`config.mk`:
```
export PLATFORM = sky130hd
export DESIGN_NAME = systolic_sequencer
export DESIGN_NICKNAME = d
export VERILOG_FILES = /design/src/rtl/sys_pkg.sv /design/src/rtl/skew_delay_line.sv /design/src/rtl/systolic_sequencer.sv
export SDC_FILE = /design/constraint.sdc
export NUM_CORES = 2
export LEC_CHECK = 0
export BUFFER_PORTS_ARGS = -buffer_cell sky130_fd_sc_hd__buf_2
export CORE_AREA = 5 5 450 452
export CTS_BUF_LIST = sky130_fd_sc_hd__clkbuf_16
export DETAILED_ROUTE_END_ITERATION = 6
export DIE_AREA = 0 0 455 457
export SLEW_MARGIN = 20
export SYNTH_ARGS = -nofsm -noshare
export SYNTH_HDL_FRONTEND = slang
export SYNTH_SLANG_ARGS = --single-unit
```
`constraint.sdc`:
```
create_clock -name clk -period 3.31 [get_ports clk]
set_clock_uncertainty 0.2 [all_clocks]
set_input_delay 0.331 -clock clk [delete_from_list [all_inputs] [get_ports clk]]
set_output_delay 0.331 -clock clk [all_outputs]
set_load 0.02 [all_outputs]
```
`src/rtl/sys_pkg.sv`:
```
// Shared constants and state encoding for the systolic array and its input sequencer.
package sys_pkg;

    localparam int N         = 9;
    localparam int W         = 32;
    localparam int PE_LAT    = 1;
    localparam int DRAIN_CYC = 2 * N + PE_LAT - 1;

    typedef enum logic [2:0] {
        IDLE,
        CLEAR,
        FEED,
        DRAIN,
        CAPTURE,
        DONE
    } state_t;

endpackage

```
`src/rtl/skew_delay_line.sv`:
```
// Fixed-depth shift register that skews one array lane; clears to zero on reset.
module skew_delay_line #(
    parameter int DEPTH = 1,
    parameter int W     = 32
) (
    input  logic         clk,
    input  logic         reset,
    input  logic [W-1:0] i_d,
    output logic [W-1:0] o_q
);

    logic [W-1:0] r_sr [DEPTH];

    always_ff @(posedge clk or negedge reset) begin
        if (!reset) begin
            for (int k = 0; k < DEPTH; k++) r_sr[k] <= '0;
        end else begin
            r_sr[0] <= i_d;
            for (int k = 1; k < DEPTH; k++) r_sr[k] <= r_sr[k-1];
        end
    end

    assign o_q = r_sr[DEPTH-1];

endmodule

```
`src/rtl/systolic_sequencer.sv`:
```
// Feeds K beats of A columns / B rows into an NxN output-stationary array with
// diagonal skew, then drains the pipeline and strobes the result capture.
module systolic_sequencer #(
    parameter int N      = sys_pkg::N,
    parameter int W      = sys_pkg::W,
    parameter int PE_LAT = sys_pkg::PE_LAT
) (
    input  logic           clk,
    input  logic           reset,
    input  logic           start,
    input  logic [7:0]     k_len,
    input  logic           in_valid,
    output logic           in_ready,
    input  logic [N*W-1:0] in_a,
    input  logic [N*W-1:0] in_b,
    output logic [N*W-1:0] arr_west,
    output logic [N*W-1:0] arr_north,
    output logic           arr_load,
    output logic           pe_rst_n,
    output logic           busy,
    output logic           done
);

    import sys_pkg::*;

    // Last product reaches PE(N-1,N-1) 2N-1 cycles after its beat, plus the MAC latency.
    localparam logic [7:0] DRAIN_LEN = 8'(2 * N + PE_LAT - 1);

    state_t     r_state, w_nxt;
    logic [7:0] r_beat_cnt, w_beat_nxt;
    logic [7:0] r_drain_cnt, w_drain_nxt;
    logic [7:0] r_k_len, w_k_nxt;
    logic       r_in_ready, r_arr_load, r_busy, r_done, r_pe_term;
    logic       w_accept;

    assign w_accept = in_valid & r_in_ready;

    always_comb begin
        w_nxt       = r_state;
        w_beat_nxt  = r_beat_cnt;
        w_drain_nxt = r_drain_cnt;
        w_k_nxt     = r_k_len;
        case (r_state)
            IDLE: begin
                if (start) begin
                    w_nxt       = CLEAR;
                    w_k_nxt     = k_len;
                    w_beat_nxt  = '0;
                    w_drain_nxt = '0;
                end
            end
            CLEAR: w_nxt = FEED;
            FEED: begin
                if (w_accept) begin
                    w_beat_nxt = r_beat_cnt + 8'd1;
                    if (({1'b0, r_beat_cnt} + 9'd1) == {1'b0, r_k_len}) w_nxt = DRAIN;
                end else if (r_k_len == 8'd0) begin
                    w_nxt = DRAIN;
                end
            end
            DRAIN: begin
                if (r_drain_cnt == DRAIN_LEN - 8'd1) begin
                    w_nxt       = CAPTURE;
                    w_drain_nxt = '0;
                end else begin
                    w_drain_nxt = r_drain_cnt + 8'd1;
                end
            end
            CAPTURE: w_nxt = DONE;
            DONE:    w_nxt = IDLE;
            default: w_nxt = IDLE;
        endcase
    end

    // Outputs are registered from the next state so they line up with the state they describe.
    always_ff @(posedge clk or negedge reset) begin
        if (!reset) begin
            r_state     <= IDLE;
            r_beat_cnt  <= '0;
            r_drain_cnt <= '0;
            r_k_len     <= '0;
            r_in_ready  <= 1'b0;
            r_arr_load  <= 1'b0;
            r_busy      <= 1'b0;
            r_done      <= 1'b0;
            r_pe_term   <= 1'b1;
        end else begin
            r_state     <= w_nxt;
            r_beat_cnt  <= w_beat_nxt;
            r_drain_cnt <= w_drain_nxt;
            r_k_len     <= w_k_nxt;
            r_in_ready  <= (w_nxt == FEED) && (w_beat_nxt < w_k_nxt);
            r_arr_load  <= (w_nxt == CAPTURE);
            r_busy      <= (w_nxt != IDLE);
            r_done      <= (w_nxt == DONE);
            r_pe_term   <= (w_nxt != CLEAR);
        end
    end

    assign in_ready = r_in_ready;
    assign arr_load = r_arr_load;
    assign busy     = r_busy;
    assign done     = r_done;
    assign pe_rst_n = reset & r_pe_term;

    // Lane i is delayed i+1 cycles; non-accepting cycles inject zero bubbles.
    for (genvar i = 0; i < N; i++) begin : g_lane
        logic [W-1:0] w_a_in, w_b_in;

        assign w_a_in = w_accept ? in_a[W*(N-i)-1 -: W] : '0;
        assign w_b_in = w_accept ? in_b[W*(N-i)-1 -: W] : '0;

        skew_delay_line #(.DEPTH(i + 1), .W(W)) u_west (
            .clk   (clk),
            .reset (reset),
            .i_d   (w_a_in),
            .o_q   (arr_west[W*(N-i)-1 -: W])
        );

        skew_delay_line #(.DEPTH(i + 1), .W(W)) u_north (
            .clk   (clk),
            .reset (reset),
            .i_d   (w_b_in),
            .o_q   (arr_north[W*(N-i)-1 -: W])
        );
    end

endmodule

```
==> run_results.csv <==
group,metric,value,unit
outcome,status,"complete, no violations",
synth,avgSynthCellArea,19.1,um2
floorplan,num_rows,164,
layout,final_cell_area,110000,um2
flow_run,cap_violations,0,
synth,yosys.cell_types.count,52,
timing,tightest_slew,1.06,ns
placed_design,numPortBuffers,1168,
setup_path,rr_endpoint,"in_ready",
timing,maxSlewHeadroom,29.2,%
synth,synthArstFlopShare,100,%
timing,setup_tns,0,ns
global_routing,grt_pass1_vias,47300,
power,intPower,61800,uW
synth,syn_area,82000,um2
setup_path,critPathRequiredTime,2.78,ns
power,p_per_area,745,nW/um2
min_path,hp-start,"g_lane[2].u_west.r_sr[51]",
power,switching_power,19800,uW
floorplan,pin_count,1169,
clocking,cts_buffer_depth,4,
synth,yosysWarnings,0,
global_routing,grt_pass1_wl,308000,um
synth,synth_cells,4302,
timing,fmax,327,MHz
setup_path,critical_path.max_stage_delay,0.44,ns
power,seqPwrFrac,50.8,%
global_routing,gr-total-overflow,0,
drt,wl,206000,um
layout,fin_nets,7023,
setup_path,cp_max_fo,122,
timing,timing.final.max_slew_violations,0,
synth,ys.flop_type,"dfrtp_1",
floorplan,die_x,455,um
power,leakagePower,0.0599,uW
synth,synth_xor_area_share,0.0855,%
clocking,cts_tree,"yes",
synth,synthMuxAreaShare,0.104,%
clocking,htree_levels,5,
synth,synthSimpleGateAreaFrac,4.91,%
drt,vias_per_cell,4.42,
clocking,clock_sinks,2912,
clocking,cts_root_buffer,"clkbuf_16",
placed_design,gp_congestion,0.869,
floorplan,fp.dieH,457,um
setup_path,rr_worst_depth,11,
layout,fill_cells,14800,
drt,drt_iter0_markers,2507,
min_path,hp-class,"flop to flop",
placed_design,place_ws,0.451,ns
power,p_clk_share,39.4,%
global_routing,grt_usage,20.0,%
drt,drt-pass1-iter-count,5,
power,vdd_drop_max,569,uV
synth,synth-seq-area-share,88.9,%
synth,synth_edf_count,0,
layout,drive_gt1_share,25.1,%
layout,finish.utilization,55.2,%
power,pwr-share-comb,9.7,%
timing,fin_crit_sh,92.5,%
setup_path,regToRegStartpoint,"r_beat_cnt[0]",
floorplan,die-area,208000,um2
synth,synthAdderAreaFrac,0.153,%
floorplan,core_area,198000,um2
clocking,cts_made_buffers,302,
timing,setup_viol_count_final,0,
setup_path,endpoint_kind,"primary output",
timing,min_period,3.06,ns
setup_path,crit_path_top_delay_cell,"dfrtp_4",
timing,rsz0062_at_grt,"false",
min_path,min_to,"g_lane[2].u_west.o_q[19]",
setup_path,crit_path_cell_trace,"buf_6 > buf_16 > buf_2",
drt,num_vias,41200,
layout,area_growth,33.6,%
min_path,hold_depth,0,
clocking,insertion_delay,0.86,ns
clocking,cts.clk_slew.worst_paths,0.06,ns
timing,postLayoutSetupSlackWorst,0.248,ns
setup_path,r2r_slack,0.42,ns
synth,syn_nets,4900,
placed_design,hpwl,120000,um
setup_path,cp-start-kind,"flop",
setup_path,criticalPathCategory,"flop to primary output",
synth,synth-seq-cells,2912,
setup_path,crit_arrival,2.53,ns
floorplan,start_util,41.3,%
global_routing,antenna_found_initial,75,
timing,holdWs,0.0803,ns
placed_design,place_area,87800,um2
drt,drc_errors,0,
power,swShare,24.3,%
clocking,post-cts-setup-buffers,0,
global_routing,grt_start_max_net_pins,193,
synth,synth_top_family_by_area,"buffers and inverters",
timing,hold_viol_final,0,
drt,ant_nets,0,
drt,avgRoutedWirePerCell,22.1,um
synth,synth_compound_area_share,0.461,%
worst max-delay path: cells and delay by family (launching register included):
kind,cells,cell delay [ns]
flops,1,0.44
buf+inv,3,1.06
cell families (layout without fill, tap and decap cells):
logic type	after synthesis	after routing
buffers and inverters	664	2993
flip-flops	2912	2912
adder cells (fa/ha/maj)	10	10
AO/OA/AOI/OAI	56	56
multiplexers	8	8
other	0	44
XOR/XNOR	8	8
AND/OR/NAND/NOR	644	644
per-stage QoR:
stage	cells	power [uW]
finish	9331	81600
global route	9308	85100
CTS	9286	82400
detailed placement	7556	48400
global placement	7556	48200
floorplan	4302	45600
sequential cells by signal, indices dropped and copies added, names as in the netlist, 3 cells and up:
register,cells
g_lane.u_north.o_q,288
g_lane.u_north.r_sr,1152
g_lane.u_west.o_q,288
g_lane.u_west.r_sr,1152
r_beat_cnt,8
r_drain_cnt,8
r_k_len,8
r_state,3
worst max-delay path by stage:
stage / from / slack (ns) / cells after the start / end
after floorplan: in_ready / 0.45 / 12 / in_ready
after global placement: r_beat_cnt[0] / 0.40 / 11 / in_ready
after detailed placement: r_beat_cnt[0] / 0.45 / 11 / in_ready
after CTS: in_ready / 0.13 / 3 / in_ready
after global routing: in_ready / 0.09 / 3 / in_ready
final: in_ready / 0.25 / 3 / in_ready
layer usage:
metal	share of wire [%]	GRT usage, %
met5	0.067	0
met1	37	23.6
met2	50	33.5
met3	6.3	5.45
met4	6.4	11.0
Yosys cell counts (all sizes together), types with 2 or more instances:
cell	instances	area share [%]
a21o	4	0.037
a21oi	4	0.024
a22o	5	0.053
and3	580	4.4
buf	522	4.8
clkbuf	128	0.59
dfrtp	2911	89
ha	10	0.15
inv	14	0.064
mux2i	7	0.085
nand2	14	0.073
nand2b	2	0.015
nand3	10	0.073
nand4	3	0.023
nand4bb	2	0.027
nor2	9	0.041
nor2b	3	0.023
nor3	6	0.037
nor3b	3	0.034
nor4b	3	0.047
o2111ai	2	0.021
o211ai	2	0.018
o21a	3	0.027
o21ai	20	0.12
o31ai	8	0.073
or3	2	0.021
xnor2	5	0.053
xor2	3	0.032
layout by cell type, fill, tap and decap left out, types with 3 or more instances in the layout:
master / netlist / layout
ha_1: 10 / 10
a21oi_1: 4 / 4
bufinv_16: 0 / 24
o21ai_1: 10 / 10
clkinv_4: 0 / 4
xor2_1: 3 / 3
nor2_1: 9 / 9
o31ai_1: 8 / 8
nor2b_1: 3 / 3
inv_6: 0 / 7
a21o_1: 4 / 4
a22o_1: 5 / 5
nor3_1: 6 / 6
o21ai_0: 10 / 10
dfrtp_1: 2911 / 2910
xnor2_1: 5 / 5
buf_2: 6 / 1166
diode_2: 0 / 44
o21a_1: 3 / 3
nand2_1: 13 / 13
inv_1: 14 / 64
buf_4: 516 / 45
buf_12: 0 / 35
nand3_1: 8 / 8
dlygate4sd3_1: 0 / 1218
clkinv_2: 0 / 51
nand4_1: 3 / 3
and3_1: 580 / 580
clkinv_1: 0 / 54
clkinvlp_4: 0 / 8
mux2i_1: 7 / 7
clkbuf_16: 0 / 311
power by group through the flow:
| stage | registers [uW] | logic (uW) | clock network (uW) |
|---|---|---|---|
| after floorplan | 41500 | 4120 | 0 |
| after global routing | 41900 | 8560 | 34600 |
| after detailed placement | 42000 | 6380 | 0 |
| final | 41500 | 7940 | 32200 |
| after CTS | 41500 | 7930 | 32900 |
| after global placement | 41800 | 6340 | 0 |
final cells by class:
| class | instances | area [um2] | share of cell area (%) |
|---|---|---|---|
| antenna | 44 | 110 | 0.101 |
| sequential | 2912 | 72900 | 66.5 |
| tap | 2656 | 3320 | 3.03 |
| timing repair buffer | 2469 | 19200 | 17.5 |
| inverter | 14 | 52.6 | 0.0480 |
| clock buffer | 311 | 7780 | 7.10 |
| clock inverter | 199 | 1530 | 1.40 |
| multi-input combinational | 726 | 4680 | 4.27 |
timing repair:
| item | CTS | global route |
|---|---|---|
| resized for setup | 2 | 0 |
| endpoints found under the hold margin | 3144 | 0 |
| hold buffers | 1219 | 0 |
| endpoints found under the setup margin | 1 | 0 |
Note: power is estimated with default switching activity, not from simulation.
